### src/rtl/uart_tx_pkg.sv
// rtl/uart_tx_pkg.sv - shared state encodings, parity constants and frame length helper
package uart_tx_pkg;

   typedef logic [2:0] state_t;

   // Gray-style encoding: each legal transition flips a single bit where possible
   localparam state_t ST_IDLE   = 3'b000;
   localparam state_t ST_START  = 3'b001;
   localparam state_t ST_DATA   = 3'b011;
   localparam state_t ST_STOP   = 3'b010;
   localparam state_t ST_PARITY = 3'b110;

   localparam logic PAR_EVEN = 1'b0;
   localparam logic PAR_ODD  = 1'b1;

   function automatic int unsigned frame_len(input int unsigned data_width,
                                             input logic        par_en,
                                             input logic        stop2);
      return 32'd2 + data_width + {31'd0, par_en} + {31'd0, stop2};
   endfunction

endpackage

### src/rtl/uart_parity_calc.sv
// rtl/uart_parity_calc.sv - combinational even/odd parity of a captured UART word
module uart_parity_calc
   import uart_tx_pkg::*;
#(
   parameter int DATA_WIDTH = 8
) (
   input  logic [DATA_WIDTH-1:0] data,
   input  logic                  par_typ,
   output logic                  parity
);

   assign parity = (^data) ^ (par_typ == PAR_ODD);

endmodule

### src/rtl/uart_tx_ctrl_p.sv
// rtl/uart_tx_ctrl_p.sv - parametrised UART transmit FSM and serializer
module uart_tx_ctrl_p
   import uart_tx_pkg::*;
#(
   parameter int DATA_WIDTH = 8,
   parameter bit LSB_FIRST  = 1'b1
) (
   input  logic                  CLK,
   input  logic                  RST,
   input  logic [DATA_WIDTH-1:0] P_DATA,
   input  logic                  Data_Valid,
   input  logic                  PAR_EN,
   input  logic                  PAR_TYP,
   input  logic                  STOP2,
   output logic                  TX_OUT,
   output logic                  busy,
   output logic                  ready,
   output logic                  tx_done
);

   localparam int CW = $clog2(DATA_WIDTH);
   localparam logic [CW-1:0] LAST_BIT = CW'(DATA_WIDTH - 1);

   state_t                state_q, state_d;
   logic [CW-1:0]         bit_cnt_q, bit_cnt_d;
   logic                  stop_cnt_q, stop_cnt_d;
   logic [DATA_WIDTH-1:0] data_q, data_d;
   logic                  par_en_q, par_en_d;
   logic                  par_typ_q, par_typ_d;
   logic                  stop2_q, stop2_d;
   logic                  tx_q, tx_d;
   logic                  last_stop;
   logic                  accept;
   logic                  parity_bit;
   logic [CW-1:0]         bit_idx;

   uart_parity_calc #(.DATA_WIDTH(DATA_WIDTH)) u_parity (
      .data    (data_q),
      .par_typ (par_typ_q),
      .parity  (parity_bit)
   );

   assign last_stop = (state_q == ST_STOP) && (!stop2_q || stop_cnt_q);
   assign accept    = Data_Valid && ready;
   assign TX_OUT    = tx_q;

   always_ff @(posedge CLK) begin
      if (!RST) begin
         state_q    <= ST_IDLE;
         bit_cnt_q  <= '0;
         stop_cnt_q <= 1'b0;
         data_q     <= '0;
         par_en_q   <= 1'b0;
         par_typ_q  <= 1'b0;
         stop2_q    <= 1'b0;
         tx_q       <= 1'b1;
      end else begin
         state_q    <= state_d;
         bit_cnt_q  <= bit_cnt_d;
         stop_cnt_q <= stop_cnt_d;
         data_q     <= data_d;
         par_en_q   <= par_en_d;
         par_typ_q  <= par_typ_d;
         stop2_q    <= stop2_d;
         tx_q       <= tx_d;
      end
   end

   always_comb begin
      state_d    = state_q;
      bit_cnt_d  = bit_cnt_q;
      stop_cnt_d = stop_cnt_q;
      data_d     = data_q;
      par_en_d   = par_en_q;
      par_typ_d  = par_typ_q;
      stop2_d    = stop2_q;
      case (state_q)
         ST_IDLE:   if (accept) state_d = ST_START;
         ST_START: begin
            state_d   = ST_DATA;
            bit_cnt_d = '0;
         end
         ST_DATA: begin
            if (bit_cnt_q == LAST_BIT) state_d = par_en_q ? ST_PARITY : ST_STOP;
            else                       bit_cnt_d = bit_cnt_q + 1'b1;
         end
         ST_PARITY: state_d = ST_STOP;
         ST_STOP: begin
            if (last_stop) begin
               state_d    = Data_Valid ? ST_START : ST_IDLE;
               stop_cnt_d = 1'b0;
            end else begin
               stop_cnt_d = 1'b1;
            end
         end
         default: begin
            state_d    = ST_IDLE;
            bit_cnt_d  = '0;
            stop_cnt_d = 1'b0;
         end
      endcase
      // Shadow config is only sampled on acceptance so mid-frame input changes are inert
      if (accept) begin
         data_d     = P_DATA;
         par_en_d   = PAR_EN;
         par_typ_d  = PAR_TYP;
         stop2_d    = STOP2;
         bit_cnt_d  = '0;
         stop_cnt_d = 1'b0;
      end
   end

   // TX_OUT is registered from the next state so the start bit lands one cycle after acceptance
   always_comb begin
      bit_idx = LSB_FIRST ? bit_cnt_d : (LAST_BIT - bit_cnt_d);
      case (state_d)
         ST_START:  tx_d = 1'b0;
         ST_DATA:   tx_d = data_q[bit_idx];
         ST_PARITY: tx_d = parity_bit;
         default:   tx_d = 1'b1;
      endcase
      busy    = (state_q != ST_IDLE);
      ready   = (state_q == ST_IDLE) || last_stop;
      tx_done = last_stop;
   end

endmodule

### config.mk
export PLATFORM = sky130hd
export DESIGN_NAME = uart_tx_ctrl_p
export DESIGN_NICKNAME = d
export VERILOG_FILES = /design/src/rtl/uart_tx_pkg.sv /design/src/rtl/uart_parity_calc.sv /design/src/rtl/uart_tx_ctrl_p.sv
export SDC_FILE = /design/constraint.sdc
export NUM_CORES = 1
export LEC_CHECK = 0
export BUFFER_PORTS_ARGS = -buffer_cell sky130_fd_sc_hd__buf_2
export CAP_MARGIN = 0
export CORE_MARGIN = 3
export CORE_UTILIZATION = 56
export CTS_BUF_LIST = sky130_fd_sc_hd__clkbuf_8
export CTS_CLUSTER_SIZE = 16
export DETAILED_ROUTE_END_ITERATION = 10
export GPL_TIMING_DRIVEN = 0
export PLACE_DENSITY_LB_ADDON = 0.1
export SLEW_MARGIN = 20
export SYNTH_ARGS = -nofsm -noshare
export SYNTH_HDL_FRONTEND = slang
export SYNTH_SLANG_ARGS = --single-unit
### constraint.sdc
create_clock -name CLK -period 6.1 [get_ports CLK]
set_clock_uncertainty 0.2 [all_clocks]
set_input_delay 0.305 -clock CLK [delete_from_list [all_inputs] [get_ports CLK]]
set_output_delay 0.305 -clock CLK [all_outputs]
set_load 0.01 [all_outputs]
==> flow_summary.toml, run 1 <==
[routing]
drc = 0
wirelength_um = 1952
viasPerCell = 5.437
drt_iter0_drc = 11
via_count = 859
dr.pass1.iters = 4
ant_nets = 0
wl_per_cell_um = 12.35

[timing]
finalCritPeriodShare = 0.4106
setup_tns_ns = 0
fin_crit_ns = 2.504
hold_slack_ns = 0.07669
finalSetupViolations = 0
finalMaxSlewViolations = 0
layout_setup_ws_ns = 3.596
max_slew_margin = 0.6938
max_freq_mhz = 399.3
worst_slew_pin_slew_ns = 0.4593
rsz0062_at_grt = "false"
hold_viol = 0

[power_and_ir_drop]
p_leak_nw = 0.4682
ir_drop_v = 0.0001719
power_density_mw_per_mm2 = 239.8
finalPower_mw = 0.2733

[setup_path]
cp-start-kind = "flip-flop"
r2r-end = "TX_OUT$_SDFF_PN1_"
critPathRequiredTime_ns = 6.05
r2r_cells = 7
r2r_slack_ns = 3.60
startpoint = "bit_cnt_q[0]$_SDFF_PN0_"
critPathKind = "reg2reg"
critPathArrivalTime_ns = 2.45
worst_setup_path_end_kind = "flip-flop"
path_max_fanout = 5
cp-endpoint = "TX_OUT$_SDFF_PN1_"
reg2reg_from = "bit_cnt_q[0]$_SDFF_PN0_"

[synth]
ys_async_sr_fraction = 0
ys_types = 35
synth_cells = 121
yosysWarnings = 0
netlist_area_um2 = 988.4
synth-seq-cells = 19
synth_edf_count = 0
ys_seq_area_frac = 0.3848
avgSynthCellArea_um2 = 8.169
synth_flop_cell = "dfxtp_1"
syn_nets = 136

[clocking]
clkSlewWorstSetupHoldPaths_ns = 0.07
hold_buffers = 0
clock_insertion_delay_worst_skew_ns = 0.26
cts_buffer_depth = 2
ctsResizeCount = 0
numCtsBuffers = 3
postCtsSetupBuffers = 0
cts-root-buf = "clkbuf_8"
clock-sinks = 19
cts_tree = "yes"
ctsHtreeMaxLevel = 1

[floorplan]
die_area_mm2 = 0.002305
coreArea_mm2 = 0.001577
die_h_um = 48.01
io_pins = 18
initial_core_util = 0.6270
placementRows = 14
fp.dieW_um = 48.01

[grt]
grt_max_degree = 12
grtUsageTotal = 0.2068
antenna_found_initial = 0
grt_overflow = 0
grt_pass1_vias = 805
grt_first_pass_wirelength_um = 3325

[cells_and_area]
drive_gt1_frac = 0.2042
syn2layout_area_growth_pct = 15.32
n_antenna_cell = 0
nNetsFinal = 158
fin_util = 0.7230

[place]
place.gp.congestion = 0.7653
numPortBuffers = 17
place_ws_ns = 3.608
dp.final_hpwl_um = 1503

[flow_run]
maxCapViolCount = 0

[worst_hold_path]
hp-class = "in2reg"
hp-start = "P_DATA[7]"

[run_status]
outcome = "completed"
## cells by family (layout without fill, tap and decap cells)
kind of cell,after synthesis,in the layout,synth area share
adders and majority gates,1,1,0.01266
and+or+nand+nor,54,54,0.2405
DFF,19,19,0.3848
muxes,4,4,0.05822
xor gates and xnor gates,7,7,0.07595
AOI/OAI and AO/OA,27,27,0.1924
buffers and inverters,9,30,0.03544
## metrics by stage
| step | instances | area [um2] |
|---|---|---|
| after floorplan | 121 | 988.4 |
| after global placement | 154 | 1094 |
| after detailed placement | 154 | 1094 |
| after CTS | 158 | 1140 |
| after global routing | 158 | 1140 |
| final | 158 | 1140 |
## Yosys cell counts, types with 2 or more instances
cell type,number,area [um2]
a211oi_1,2,15.01
a21oi_1,13,65.06
clkbuf_1,3,11.26
dfxtp_1,19,380.4
inv_1,5,18.77
nand2_1,30,112.6
nor2_1,11,41.29
nor3_1,3,15.01
o21a_1,2,15.01
o21ai_0,3,15.01
or3_1,2,12.51
xnor2_1,5,43.79
## registers in the layout, indices dropped and copies added (netlist names)
register	cells
stop2_q	1
stop_cnt_q	1
TX_OUT	1
par_en_q	1
bit_cnt_q	3
par_typ_q	1
state_q	3
data_q	8
## placed cells by master, fill, tap and decap left out, drive strengths merged, types with 3 or more instances in the layout
cell    Yosys  final
nor2       12     12
inv         5      5
o21ai       3      3
nor3        3      3
xnor2       5      5
buf         0     17
nand2      30     30
a21oi      13     13
dfxtp      19     19
clkbuf      4      7
## worst max-delay path: stages, from the launching register on
cell and delay, ns:
dfxtp_1 0.37, ha_1 0.26, and2_1 0.18, nor2_1 0.26
mux2i_2 0.14, nor2_2 0.16, mux4_2 0.52, a211o_1 0.31
## worst min path at each step
| stage | depth (start not counted) | slack, ns | endpoint |
|---|---|---|---|
| global route | 3 | 0.09 | data_q[5]$_SDFFE_PN0P_ |
| finish | 3 | 0.08 | data_q[7]$_SDFFE_PN0P_ |
| CTS | 3 | 0.08 | data_q[7]$_SDFFE_PN0P_ |
| detailed placement | 2 | 0.27 | state_q[2]$_SDFF_PN0_ |
| global placement | 2 | 0.26 | par_typ_q$_SDFFE_PN0P_ |
| floorplan | 2 | 0.22 | state_q[1]$_SDFF_PN0_ |
## layer usage
layer  global-route usage  wire, um
met5                    0         0
met4              0.07527        17
met3              0.04887        52
met2               0.3430       962
met1               0.2590       919
## power by group
part | leakage [nW] | internal (mW) | switching [mW]
sequential | 0.156 | 0.130 | 0.00575
clock | 0.0255 | 0.0454 | 0.0436
combinational | 0.287 | 0.0236 | 0.0246
## cell type report
| class | count | area, um2 |
|---|---|---|
| Clock inverter | 1 | 5.005 |
| Multi-Input combinational cell | 93 | 573.1 |
| Timing Repair Buffer | 17 | 85.08 |
| Inverter | 5 | 18.77 |
| Tap cell | 16 | 20.02 |
| Buffer | 4 | 16.27 |
| Clock buffer | 3 | 41.29 |
| Fill cell | 131 | 436.7 |
| Sequential cell | 19 | 380.4 |
(Power assumes the default switching activity.)
==> run 2: changes to the inputs <==
--- a/config.mk
+++ b/config.mk
@@ -5,10 +5,11 @@
 export SDC_FILE = /design/constraint.sdc
 export NUM_CORES = 1
 export LEC_CHECK = 0
+export ABC_AREA = 1
 export BUFFER_PORTS_ARGS = -buffer_cell sky130_fd_sc_hd__buf_2
 export CAP_MARGIN = 0
 export CORE_MARGIN = 3
-export CORE_UTILIZATION = 56
+export CORE_UTILIZATION = 51
 export CTS_BUF_LIST = sky130_fd_sc_hd__clkbuf_8
 export CTS_CLUSTER_SIZE = 16
 export DETAILED_ROUTE_END_ITERATION = 10
==> constraint.sdc (replaced) <==
create_clock -name CLK -period 2.2 [get_ports CLK]
set_clock_uncertainty 0.2 [all_clocks]
set_input_delay 0.11 -clock CLK [delete_from_list [all_inputs] [get_ports CLK]]
set_output_delay 0.11 -clock CLK [all_outputs]
set_load 0.01 [all_outputs]
==> run 2 against run 1 <==
- critical path depth is 1 higher
- synthesized cell count is 27% higher
- wire length is 16% higher
- highest routed layer unchanged
==> flow_summary.toml, run 2 <==
[clocking]
clock_insertion_delay_worst_skew_ns = 0.26
clock-sinks = 19
ctsResizeCount = 0
ctsHtreeMaxLevel = 1
cts_tree = "yes"
numCtsBuffers = 3
hold_buffers = 12
cts-root-buf = "clkbuf_8"
cts_buffer_depth = 2
clkSlewWorstSetupHoldPaths_ns = 0.07
postCtsSetupBuffers = 0

[synth]
ys_types = 22
synth_flop_cell = "dfxtp_1"
synth_cells = 154
avgSynthCellArea_um2 = 6.613
netlist.area_leader.share = 0.3735
ys_seq_area_frac = 0.3735
yosysMostFrequentCell = "nand2_1"
ys_async_sr_fraction = 0
yosysWarnings = 0
yosys-top-cells-area = "dfxtp_1 (37%), nand2_1 (13%), nor2_1 (11%)"
netlist_area_mm2 = 0.001018
synth_edf_count = 0
netlist_top_cells_count = "nand2_1 (36), nor2_1 (30), dfxtp_1 (19)"
synth-seq-cells = 19
syn_nets = 169
synth.largest_area_cell = "dfxtp_1"

[routing]
drc = 0
wl_per_cell_um = 10.69
dr.pass1.iters = 4
viasPerCell = 4.764
ant_nets = 0
via_count = 1010
drt_iter0_drc = 21
wirelength_um = 2266

[timing]
max_freq_mhz = 516.7
worst_slew_pin_slew_ns = 0.3851
hold_viol = 0
fin_crit_ns = 1.935
finalMaxSlewViolations = 0
hold_slack_ns = 0.09390
layout_setup_ws_ns = 0.2648
finalSetupViolations = 0
rsz0062_at_grt = "false"
finalCritPeriodShare = 0.8796
max_slew_margin = 0.7433
setup_tns_ns = 0

[grt]
grtUsageTotal = 0.2086
grt_max_degree = 11
grt_first_pass_wirelength_um = 3905
antenna_found_initial = 0
grt_pass1_vias = 935
grt_overflow = 0

[cells_and_area]
mostFrequentLayoutCell = "nand2_1"
drive_gt1_frac = 0.1711
nFillCells = 167
most-common-layout-cells = "nand2_1 (36), nor2_1 (30), dfxtp_1 (19), buf_2 (17), inv_1 (16)"
nNetsFinal = 203
largest_reg_flops = 8
largest_register = "data_q"
fin_util = 0.7215
top_regs = "data_q: 8 flops, bit_cnt_q: 3 flops, state_q: 3 flops"
final_area_mm2 = 0.001300
syn2layout_area_growth_pct = 27.64
n_antenna_cell = 0

[floorplan]
initial_core_util = 0.5653
die_area_mm2 = 0.002569
io_pins = 18
placementRows = 15
die_h_um = 50.69
coreArea_mm2 = 0.001802
fp.dieW_um = 50.69

[place]
place.gp.congestion = 0.8201
dp.final_hpwl_um = 1606
numPortBuffers = 17
placed_cell_area_mm2 = 0.001135
place_ws_ns = 0.4175

[setup_path]
critPathArrivalTime_ns = 1.87
cp_cell_sequence = "nor2_2 -> nand2_2 -> nand2_2 -> nand2_2 -> buf_6 -> o21ai_0 -> dlygate4sd3_1 -> a21oi_1"
critPathKind = "reg2reg"
worst_setup_path_end_kind = "flip-flop"
cp_common_cell = "nand2_2"
critPathRequiredTime_ns = 2.13
max_stage_delay_ns = 0.57
cp_slowest_cell = "dlygate4sd3_1"
cp-start-kind = "flip-flop"
path_max_fanout = 10

[flow_run]
maxCapViolCount = 0

[run_status]
outcome = "completed"

[power_and_ir_drop]
p_leak_nw = 0.6604
ir_drop_v = 0.0005711
power_density_mw_per_mm2 = 625.2

[worst_hold_path]
hp-class = "in2reg"
-- run 2: final cells by class --
cell class	count	area, um2	area share
Clock inverter	1	3.754	0.002887
Clock buffer	3	41.29	0.03176
Buffer	4	26.28	0.02021
Timing Repair Buffer	29	205.2	0.1578
Sequential cell	19	380.4	0.2926
Tap cell	25	31.28	0.02406
Multi-Input combinational cell	114	548.0	0.4216
Inverter	17	63.81	0.04909
-- run 2: metal layers --
layer	routed length (um)	track usage	share of wire	vias up
met3	79	0.03858	0.035	5
met2	1139	0.3804	0.50	19
met5	0	0	0	-
met4	51	0.1076	0.023	0
met1	995	0.2259	0.44	438
li1	-	-	-	548
-- run 2: logic make-up after synthesis --
kind of cell             Yosys count  share of synthesized area
XOR/XNOR                           5                    0.04301
adder cells (fa/ha/maj)            1                    0.01228
AND/OR/NAND/NOR                   92                     0.4042
buffers and inverters             21                    0.08846
flip-flops                        19                     0.3735
AO/OA/AOI/OAI                     16                    0.07862
-- run 2: final timing paths --
kind,from,end,slack (ns),depth (start not counted)
max reg2reg,state_q[2]$_SDFF_PN0_,par_typ_q$_SDFFE_PN0P_,0.26,8
min,Data_Valid,bit_cnt_q[1]$_SDFF_PN0_,0.09,5
max,state_q[2]$_SDFF_PN0_,par_typ_q$_SDFFE_PN0P_,0.26,8
min reg2reg,par_typ_q$_SDFFE_PN0P_,par_typ_q$_SDFFE_PN0P_,0.29,2
-- run 2: power by group --
part	switching [mW]	internal, mW
logic	0.100	0.0829
registers	0.0209	0.368
clock network	0.116	0.124
-- run 2: critical path: cells and delay by family, from the launching register on --
kind                   cells  cell delay [ns]
buffers and inverters      2             0.71
and+or+nand+nor            4             0.35
DFF                        1             0.36
AOI/OAI and AO/OA          2             0.18
-- run 2: through the flow --
| stage | total power, mW | std cells |
|---|---|---|
| after floorplan | 0.5169 | 154 |
| after global placement | 0.5555 | 196 |
| after detailed placement | 0.5614 | 196 |
| after CTS | 0.8212 | 212 |
| after global routing | 0.8705 | 212 |
| final | 0.8128 | 212 |
